==> src/rtl/portfolio_pkg.sv <==
// Shared definitions for the portfolio variance engine and the upstream covariance block.
// Default word format, FSM state encoding, accumulator sizing and packed matrix/vector types.
package portfolio_pkg;

  localparam int WIDTH_DEF    = 16;
  localparam int FRACT_DEF    = 8;
  localparam int N_STOCKS_DEF = 4;

  typedef enum logic [1:0] {
    IDLE = 2'd0,
    ACC  = 2'd1,
    DONE = 2'd2
  } pv_state_e;

  // Wide enough that a full N x N quadratic form of WIDTH-bit words never overflows.
  function automatic int acc_w(input int width, input int n);
    return 3 * width + 2 * $clog2(n);
  endfunction

  typedef logic [N_STOCKS_DEF-1:0][WIDTH_DEF-1:0]                    w_vec_t;
  typedef logic [N_STOCKS_DEF-1:0][N_STOCKS_DEF-1:0][WIDTH_DEF-1:0] cov_mat_t;

endpackage

==> src/rtl/fxp_narrow.sv <==
// Signed fixed-point width reduction IN_W -> OUT_W.
// PORTFOLIO_VAR_SAT_EN defined: clamp to the OUT_W range and flag it; otherwise two's-complement wrap.
module fxp_narrow #(
  parameter int IN_W  = 52,
  parameter int OUT_W = 16
) (
  input  logic signed [IN_W-1:0]  din_i,
  output logic signed [OUT_W-1:0] dout_o,
  output logic                    sat_o
);

`ifdef PORTFOLIO_VAR_SAT_EN
  localparam logic signed [IN_W-1:0] MAX_V = {{(IN_W-OUT_W+1){1'b0}}, {(OUT_W-1){1'b1}}};
  localparam logic signed [IN_W-1:0] MIN_V = {{(IN_W-OUT_W+1){1'b1}}, {(OUT_W-1){1'b0}}};

  function automatic logic [OUT_W:0] narrow_sat(input logic signed [IN_W-1:0] x);
    if (x > MAX_V) begin
      return {1'b1, MAX_V[OUT_W-1:0]};
    end else if (x < MIN_V) begin
      return {1'b1, MIN_V[OUT_W-1:0]};
    end
    return {1'b0, x[OUT_W-1:0]};
  endfunction

  assign {sat_o, dout_o} = narrow_sat(din_i);
`else
  logic unused_hi;

  assign dout_o    = din_i[OUT_W-1:0];
  assign sat_o     = 1'b0;
  assign unused_hi = ^din_i[IN_W-1:OUT_W];
`endif

endmodule

==> src/rtl/portfolio_variance.sv <==
// Portfolio variance w'*Cov*w through a single time-multiplexed MAC, one matrix element per cycle.
// Output narrowing saturates when PORTFOLIO_VAR_SAT_EN is defined, wraps otherwise.
module portfolio_variance
  import portfolio_pkg::*;
#(
  parameter int WIDTH    = WIDTH_DEF,
  parameter int FRACT    = FRACT_DEF,
  parameter int N_STOCKS = N_STOCKS_DEF
) (
  input  logic                                           clk,
  input  logic                                           rst_n,
  input  logic                                           valid_in,
  input  logic [N_STOCKS-1:0][N_STOCKS-1:0][WIDTH-1:0]   cov_in,
  input  logic [N_STOCKS-1:0][WIDTH-1:0]                 w_in,
  output logic                                           ready_out,
  output logic                                           valid_out,
  output logic signed [WIDTH-1:0]                        var_out,
  output logic                                           sat_out
);

  localparam int ACC_W = acc_w(WIDTH, N_STOCKS);
  localparam int IDX_W = (N_STOCKS > 1) ? $clog2(N_STOCKS) : 1;
  localparam logic [IDX_W-1:0] IDX_LAST = IDX_W'(N_STOCKS - 1);
  localparam logic [IDX_W-1:0] IDX_ONE  = IDX_W'(1);

  pv_state_e                                     state_q, state_d;
  logic [N_STOCKS-1:0][N_STOCKS-1:0][WIDTH-1:0]  cov_q, cov_d;
  logic [N_STOCKS-1:0][WIDTH-1:0]                w_q, w_d;
  logic [IDX_W-1:0]                              i_q, i_d, j_q, j_d;
  logic signed [ACC_W-1:0]                       row_acc_q, row_acc_d;
  logic signed [ACC_W-1:0]                       tot_acc_q, tot_acc_d;
  logic signed [WIDTH-1:0]                       var_q, var_d;
  logic                                          sat_q, sat_d;
  logic                                          valid_q, ready_q;

  logic signed [WIDTH-1:0]   cov_ij, w_j, w_i;
  logic signed [2*WIDTH-1:0] prod;
  logic signed [ACC_W-1:0]   row_sum, rowq, tot_sum, result;
  logic signed [WIDTH-1:0]   narrow_v;
  logic                      narrow_s;

  // MAC datapath: p = cov[i][j]*w[j]; at row end the scaled row sum is weighted by w[i].
  assign cov_ij  = $signed(cov_q[i_q][j_q]);
  assign w_j     = $signed(w_q[j_q]);
  assign w_i     = $signed(w_q[i_q]);
  assign prod    = (2*WIDTH)'(cov_ij) * (2*WIDTH)'(w_j);
  assign row_sum = row_acc_q + ACC_W'(prod);
  assign rowq    = row_sum >>> FRACT;
  assign tot_sum = tot_acc_q + ACC_W'(w_i) * rowq;
  assign result  = tot_sum >>> FRACT;

  fxp_narrow #(
    .IN_W (ACC_W),
    .OUT_W(WIDTH)
  ) u_narrow (
    .din_i (result),
    .dout_o(narrow_v),
    .sat_o (narrow_s)
  );

  always_comb begin
    state_d   = state_q;
    cov_d     = cov_q;
    w_d       = w_q;
    i_d       = i_q;
    j_d       = j_q;
    row_acc_d = row_acc_q;
    tot_acc_d = tot_acc_q;
    var_d     = var_q;
    sat_d     = sat_q;
    unique case (state_q)
      ACC: begin
        if (j_q == IDX_LAST) begin
          row_acc_d = '0;
          tot_acc_d = tot_sum;
          j_d       = '0;
          if (i_q == IDX_LAST) begin
            i_d     = '0;
            var_d   = narrow_v;
            sat_d   = narrow_s;
            state_d = DONE;
          end else begin
            i_d = i_q + IDX_ONE;
          end
        end else begin
          row_acc_d = row_sum;
          j_d       = j_q + IDX_ONE;
        end
      end
      default: begin
        // The result-pulse cycle also accepts, so held valid_in yields back-to-back jobs.
        state_d = IDLE;
        if (valid_in && ready_q) begin
          cov_d     = cov_in;
          w_d       = w_in;
          i_d       = '0;
          j_d       = '0;
          row_acc_d = '0;
          tot_acc_d = '0;
          state_d   = ACC;
        end
      end
    endcase
  end

  always_ff @(posedge clk or negedge rst_n) begin
    if (!rst_n) begin
      state_q   <= IDLE;
      cov_q     <= '0;
      w_q       <= '0;
      i_q       <= '0;
      j_q       <= '0;
      row_acc_q <= '0;
      tot_acc_q <= '0;
      var_q     <= '0;
      sat_q     <= 1'b0;
      valid_q   <= 1'b0;
      ready_q   <= 1'b1;
    end else begin
      state_q   <= state_d;
      cov_q     <= cov_d;
      w_q       <= w_d;
      i_q       <= i_d;
      j_q       <= j_d;
      row_acc_q <= row_acc_d;
      tot_acc_q <= tot_acc_d;
      var_q     <= var_d;
      sat_q     <= sat_d;
      valid_q   <= (state_d == DONE);
      ready_q   <= (state_d != ACC);
    end
  end

  assign ready_out = ready_q;
  assign valid_out = valid_q;
  assign var_out   = var_q;
  assign sat_out   = sat_q;

endmodule

==> config.mk <==
export PLATFORM = sky130hd
export DESIGN_NAME = portfolio_variance
export DESIGN_NICKNAME = d
export VERILOG_FILES = /design/src/rtl/portfolio_pkg.sv /design/src/rtl/fxp_narrow.sv /design/src/rtl/portfolio_variance.sv
export SDC_FILE = /design/constraint.sdc
export NUM_CORES = 2
export LEC_CHECK = 0
export ABC_AREA = 1
export BUFFER_PORTS_ARGS = -buffer_cell sky130_fd_sc_hd__clkbuf_2
export CORE_UTILIZATION = 63
export CTS_BUF_LIST = sky130_fd_sc_hd__clkbuf_2
export DETAILED_ROUTE_END_ITERATION = 10
export GPL_TIMING_DRIVEN = 0
export PLACE_DENSITY_LB_ADDON = 0.15
export SLEW_MARGIN = 20
export SYNTH_ARGS = -nofsm -noshare
export SYNTH_HDL_FRONTEND = slang
export SYNTH_SLANG_ARGS = --single-unit
export TNS_END_PERCENT = 10
==> constraint.sdc <==
create_clock -name clk -period 14.1 [get_ports clk]
set_clock_uncertainty 0.15 [all_clocks]
set_input_delay 2.115 -clock clk [delete_from_list [all_inputs] [get_ports clk]]
set_output_delay 2.115 -clock clk [all_outputs]
set_load 0.1 [all_outputs]
## Word level (Yosys, flattened, before mapping)

Index checks and enable logic that the tools add are counted.

| storage, ports and cells | value |
|---|---|
| input port bits | 323 |
| output and inout bits | 19 |
| register bits | 448 |
| logic and storage cells | 71 |

| cells by class | value |
|---|---|
| order comparisons | 2 |
| equal/unequal tests | 6 |
| $mul | 2 |
| $add $sub $neg | 4 |
| bitwise operators | 1 |
| mux-type cells | 23 |
| reductions and logical operators | 5 |

Operator list:

| kind | number |
|---|---|
| $mux W52 | 5 |
| $bmux W64 S2 | 1 |
| $bmux W16 S2 | 3 |
| $mux W64 | 1 |
| $add A52 B32 Y52 | 1 |
| $add A52 B52 Y52 | 1 |
| $mul A16 B44 Y52 | 1 |
| $mux W16 | 3 |
| $mul A16 B16 Y32 | 1 |
| $mux W2 | 9 |
| $eq A2 B2 Y1 const B | 3 |
| $lt A2 B3 Y1 const B | 2 |
| $add A2 B1 Y2 const B | 2 |
| $reduce_and A2 Y1 | 2 |
| $reduce_and A3 Y1 | 1 |
| $eq A2 B1 Y1 const B | 1 |
| $ne A2 B1 Y1 const B | 1 |
| $ne A2 B2 Y1 const B | 1 |
| $reduce_bool A2 Y1 | 1 |
| $logic_and A1 B1 Y1 | 1 |
| $mux W1 | 1 |
| $not A1 Y1 | 1 |

## Depth between registers and ports, before layout

| logic depth | value |
|---|---|
| depth after elaboration | 10 |
| mapped depth | 64 |
| mapped depth without buffers | 58 |

## By module

From an unflattened synthesis, not the netlist that was laid out.

| second synthesis, totals | value |
|---|---|
| cell total of the unflattened synthesis | 7141 |
| area, all modules | 57527.7 um^2 |

Modules (own cells, without submodules):

| module | area an instance (um^2) | times used | sequential area each (um^2) | cells an instance |
|---|---|---|---|---|
| portfolio_variance | 57396.3 | 1 | 11237.0 | 7123 |
| fxp_narrow | 131.4 | 1 | 0.0 | 18 |

## Worst setup path before layout

Ideal clock, no wire load.

| timing path | value |
|---|---|
| path type | register to register |
| from | register i_q[0] |
| to | register var_q[15] (netlist: var_out[15]) |
| required time | 13830 ps |
| cell stages (with the launch flop) | 54 |
| path slack | 2344 ps |
| path buffers | 6 |
| library setup time | 120 ps |
| arrival time | 11486 ps |
| path through | dfrtp_1 inv_2 buf_6 buf_4 buf_4 buf_2 clkbuf_1 o21ai_0 o221ai_1 o211ai_1 nand2_1 clkbuf_1 nand2_1 fa_1 fa_1 inv_1 fa_1 fa_1 [... 18 more ...] inv_1 fa_1 inv_1 ha_1 a21oi_1 inv_1 a21oi_1 inv_1 a21oi_1 o21ai_0 nand3_1 nand2_1 nand2_1 nand2_1 xnor2_1 nand3_1 nand3_1 nand2_1 |

| on the way | value |
|---|---|
| cells in the longest elaborated chain, start to end | 8 |

RTL lines:

| element | RTL line | source |
|---|---|---|
| start: declaration | portfolio_variance.sv:29 | `logic [IDX_W-1:0] i_q, i_d, j_q, j_d;` |
| start signal: assignment | portfolio_variance.sv:123 | `i_q <= i_d;` |
| $bmux W64 S2 | portfolio_variance.sv:43 | `assign cov_ij = $signed(cov_q[i_q][j_q]);` |
| $mux W64 (implied by the code) | portfolio_variance.sv:43 |  |
| $bmux W16 S2 | portfolio_variance.sv:43 |  |
| $mux W16 (implied by the code) | portfolio_variance.sv:43 |  |
| $mul A16 B16 Y32 | portfolio_variance.sv:46 | `assign prod = (2*WIDTH)'(cov_ij) * (2*WIDTH)'(w_j);` |
| $add A52 B32 Y52 | portfolio_variance.sv:47 | `assign row_sum = row_acc_q + ACC_W'(prod);` |
| $mul A16 B44 Y52 | portfolio_variance.sv:49 | `assign tot_sum = tot_acc_q + ACC_W'(w_i) * rowq;` |
| $add A52 B52 Y52 | portfolio_variance.sv:49 |  |
| end signal: assignment | portfolio_variance.sv:127 | `var_q <= var_d;` |
| end: declaration | portfolio_variance.sv:32 | `logic signed [WIDTH-1:0] var_q, var_d;` |

Several ways; a longest one is shown, not always the timed one. The select of a mux whose other input is x is not followed.
A chain may end at the register's enable or synchronous reset.

## Worst setup path after layout

| timing path | value |
|---|---|
| from | register j_q[1] |
| to | register var_q[15] (netlist: var_out[15]) |

| on the way | value |
|---|---|
| cells in the longest elaborated chain, start to end | 6 |

RTL lines:

| element | RTL line | source |
|---|---|---|
| start: declaration | portfolio_variance.sv:29 |  |
| start signal: assignment | portfolio_variance.sv:124 | `j_q <= j_d;` |
| $bmux W16 S2, on equally long branches | portfolio_variance.sv:43, portfolio_variance.sv:44 |  |
| $mux W16, on equally long branches | portfolio_variance.sv:43, portfolio_variance.sv:44 |  |
| $mul A16 B16 Y32 | portfolio_variance.sv:46 |  |
| $add A52 B32 Y52 | portfolio_variance.sv:47 |  |
| $mul A16 B44 Y52 | portfolio_variance.sv:49 |  |
| $add A52 B52 Y52 | portfolio_variance.sv:49 |  |

Several ways; a longest one is shown, not always the timed one. The select of a mux whose other input is x is not followed.

==> summary.txt <==
Run status
  • Outcome: finished with violations
  • Failing checks: design-rule violations

Final layout
  • Fillers: 4954
  • Layout area overhead: 11.54%
  • Nets@finish: 6223
  • FF/Latch Area: 10010 µm²
  • Multi-input gate area: 24210 µm²
  • Post-Layout Inst Area: 42330 µm²
  • Share of layout cells above drive strength 1: 0.1398

Critical path
  • Crit Path Max Fanout: 10
  • Critical setup path kind: flop to flop
  • CP peak stage delay: 0.82 ns
  • Worst Setup End Kind: flop
  • Critical Path Source Type: flop
  • Worst path most repeated cell: fa_1
  • Arrival @ worst endpoint: 14.63 ns
  • Worst path required time: 15.06 ns
  • Slowest cell on the critical path: buf_1

Clocking
  • CTS tree: built
  • Clock sinks: 400
  • Num CTS Buffers: 103
  • Htree depth: 3
  • Clock transition at path regs: 0.10 ns
  • Max Root-Sink Buffers: 3
  • Clock latency on the worst-skew pair: 1.33 ns
  • Clk Tree Root Cell: clkbuf_2

Place
  • Placer Congestion: 1.025
  • Post-DP HPWL: 104.3 mm
  • Post-DP Area: 40810 µm²
  • Setup WS pre-CTS: -1.017 ns
  • IO Port Bufs: 340

Route
  • Via/cell ratio: 5.718
  • Via count: 34750
  • Residual DRC: 4
  • Drt first pass iters: 11
  • Initial DRC Count: 3807
  • Routed Antenna Nets: 0
  • DRT Wirelength: 129.3 mm
  • DR WL/cell: 21.27 µm

Logic synthesis
  • Ys async rst share: 1.000
  • Ys flop type: dfrtp_1
  • Synth Register Bits: 400
  • Synth unique cells: 56
  • Syn avg cell area: 8.005 µm²
  • Post-synthesis sequential area ratio: 0.2638
  • Cell count after synthesis: 4741
  • Mapped cell area: 37950 µm²
  • Yosys warns: 0
  • Post-synth EDFFs: 0
  • Post-synthesis net count: 5751

Global route
  • Grt met3 use: 0.1348
  • Busiest grt layer: met2
  • Met1 Use GR: 0.5927
  • GRT met2 Usage: 0.6295
  • Largest net degree at the start of global routing: 89
  • Initial antenna violation count: 10
  • All-Layer GR Usage: 0.4367
  • Global-route wire length before repair: 196.8 mm
  • Vias in the first global route: 34640
  • GR Overflow Total: 0

STA
  • Fin crit share: 0.9693
  • Final TNS setup: 0 ns
  • RSZ-0062 raised after global routing: true
  • Max Freq: 73.17 MHz
  • Remaining max-slew budget at the tightest pin: 0.2038
  • Hold Vio Cnt, Final: 0
  • Final setup viols: 0
  • Final worst slack: 0.4325 ns
  • Minimum clock period: 13.67 ns
  • Least-Margin Pin Slew: 1.190 ns
  • Final Max Slew Viols: 0
  • Worst Hold Margin: 0.3255 ns

Flow run
  • Max-cap violation count: 0

Floorplanning
  • I/O Pins: 342
  • Starting Density: 0.6407
  • Core region area: 59240 µm²
  • Die Span Y: 247.4 µm
  • Num rows: 89
  • Die Area: 61230 µm²
  • Die width: 247.4 µm

Worst hold path
  • Hold WC Path Type: flop to flop
routing by layer:
metal,up-vias,part of all wire
met3,465,0.14
met4,0,0.061
met5,-,0
met2,2197,0.42
li1,15290,-
met1,16800,0.38
layout make-up:
cell class | count | share of cell area
Sequential cell | 400 | 0.2365
Clock inverter | 29 | 0.004138
Buffer | 186 | 0.01989
Clock buffer | 156 | 0.01844
Multi-Input combinational cell | 3279 | 0.5718
Antenna cell | 11 | 0.0006502
Inverter | 874 | 0.07829
Tap cell | 773 | 0.02285
Timing Repair Buffer | 369 | 0.04741
cells in the final DEF (no fill, tap or decap), types with 10 or more instances in the layout:
master	synthesis	routed
clkinv_1	13	27
inv_2	29	30
nand2_1	1483	1468
clkbuf_4	0	11
nor2_1	447	445
nand2_2	19	27
o22ai_1	15	13
xor2_1	19	16
dfrtp_1	399	398
ha_1	181	179
diode_2	0	11
buf_4	5	31
a21oi_1	81	75
nand3_2	4	10
a22o_1	23	23
o211ai_1	22	22
buf_1	18	17
inv_1	831	827
clkbuf_1	146	109
fa_1	506	506
buf_2	17	14
clkbuf_2	0	520
nand3_1	78	72
xnor2_1	27	26
a32oi_2	7	11
a32oi_1	19	14
nand4_1	12	12
o21ai_0	222	222
o221ai_1	46	42
worst max-delay path, delay by kind of cell, from the launching register on:
family	cells	cell delay (ns)
AND/OR/NAND/NOR	14	1.90
AO/OA/AOI/OAI	8	1.84
XOR/XNOR	1	0.17
flip-flops	1	0.38
adder cells (fa/ha/maj)	14	6.64
buffers and inverters	14	2.55
cells in the mapped netlist (15+ instances only):
cell	instances	area share
dfrtp_1	399	0.26
o211ai_1	22	0.0044
a21oi_1	81	0.011
buf_2	17	0.0022
nand3_1	78	0.010
a22o_1	23	0.0053
nand2_2	19	0.0031
xor2_1	19	0.0044
nor2_1	447	0.044
buf_1	18	0.0018
o22ai_1	15	0.0025
o221ai_1	46	0.011
ha_1	181	0.060
o21ai_0	222	0.029
inv_2	29	0.0029
fa_1	506	0.27
xnor2_1	27	0.0062
inv_1	831	0.082
a32oi_1	19	0.0044
nand2_1	1483	0.15
clkbuf_1	146	0.014
through the flow:
step,util,instances
floorplan,-,4741
global placement,0.6857,5854
detailed placement,0.6889,5865
CTS,0.7071,6049
global route,0.7146,6077
finish,0.7146,6077
registers in the layout (all words and copies together), names as in the netlist:
signal     count
cov_q        256
i_q            2
j_q            2
ready_out      1
row_acc_q     32
state_q        2
tot_acc_q     24
valid_out      1
var_out       16
w_q           64
final timing paths:
kind	start	to	slack [ns]	depth (start not counted)
max in group asynchronous	rst_n	cov_q[164]	11.70	3
hold / removal	cov_q[188]	cov_q[188]	0.33	2
min in group asynchronous	rst_n	cov_q[4]	0.66	1
setup reg to reg	j_q[1]	var_out[15]	0.43	51
hold reg to reg	cov_q[188]	cov_q[188]	0.33	2
setup / recovery	j_q[1]	var_out[15]	0.43	51
kinds of logic after synthesis:
| logic type | Yosys count | synth area share |
|---|---|---|
| compound gates | 463 | 0.07704 |
| fa+ha+maj | 687 | 0.3266 |
| other cells | 1 | 0.00009880 |
| flops | 400 | 0.2638 |
| buf+inv | 1062 | 0.1065 |
| simple gates | 2080 | 0.2145 |
| xor+xnor | 48 | 0.01147 |
timing repair:
item / in CTS / in global routing
pin swaps: 0 / 6
gates resized for setup: 51 / 103
endpoints found under the hold margin: 0 / 0
endpoints found under the setup margin: 23 / 16
setup buffers: 0 / 16
hold buffers: 0 / 0
Power is left out: the tool's default activity adds up to more than one toggle a clock period on the data nets, which glitch-free logic cannot reach.
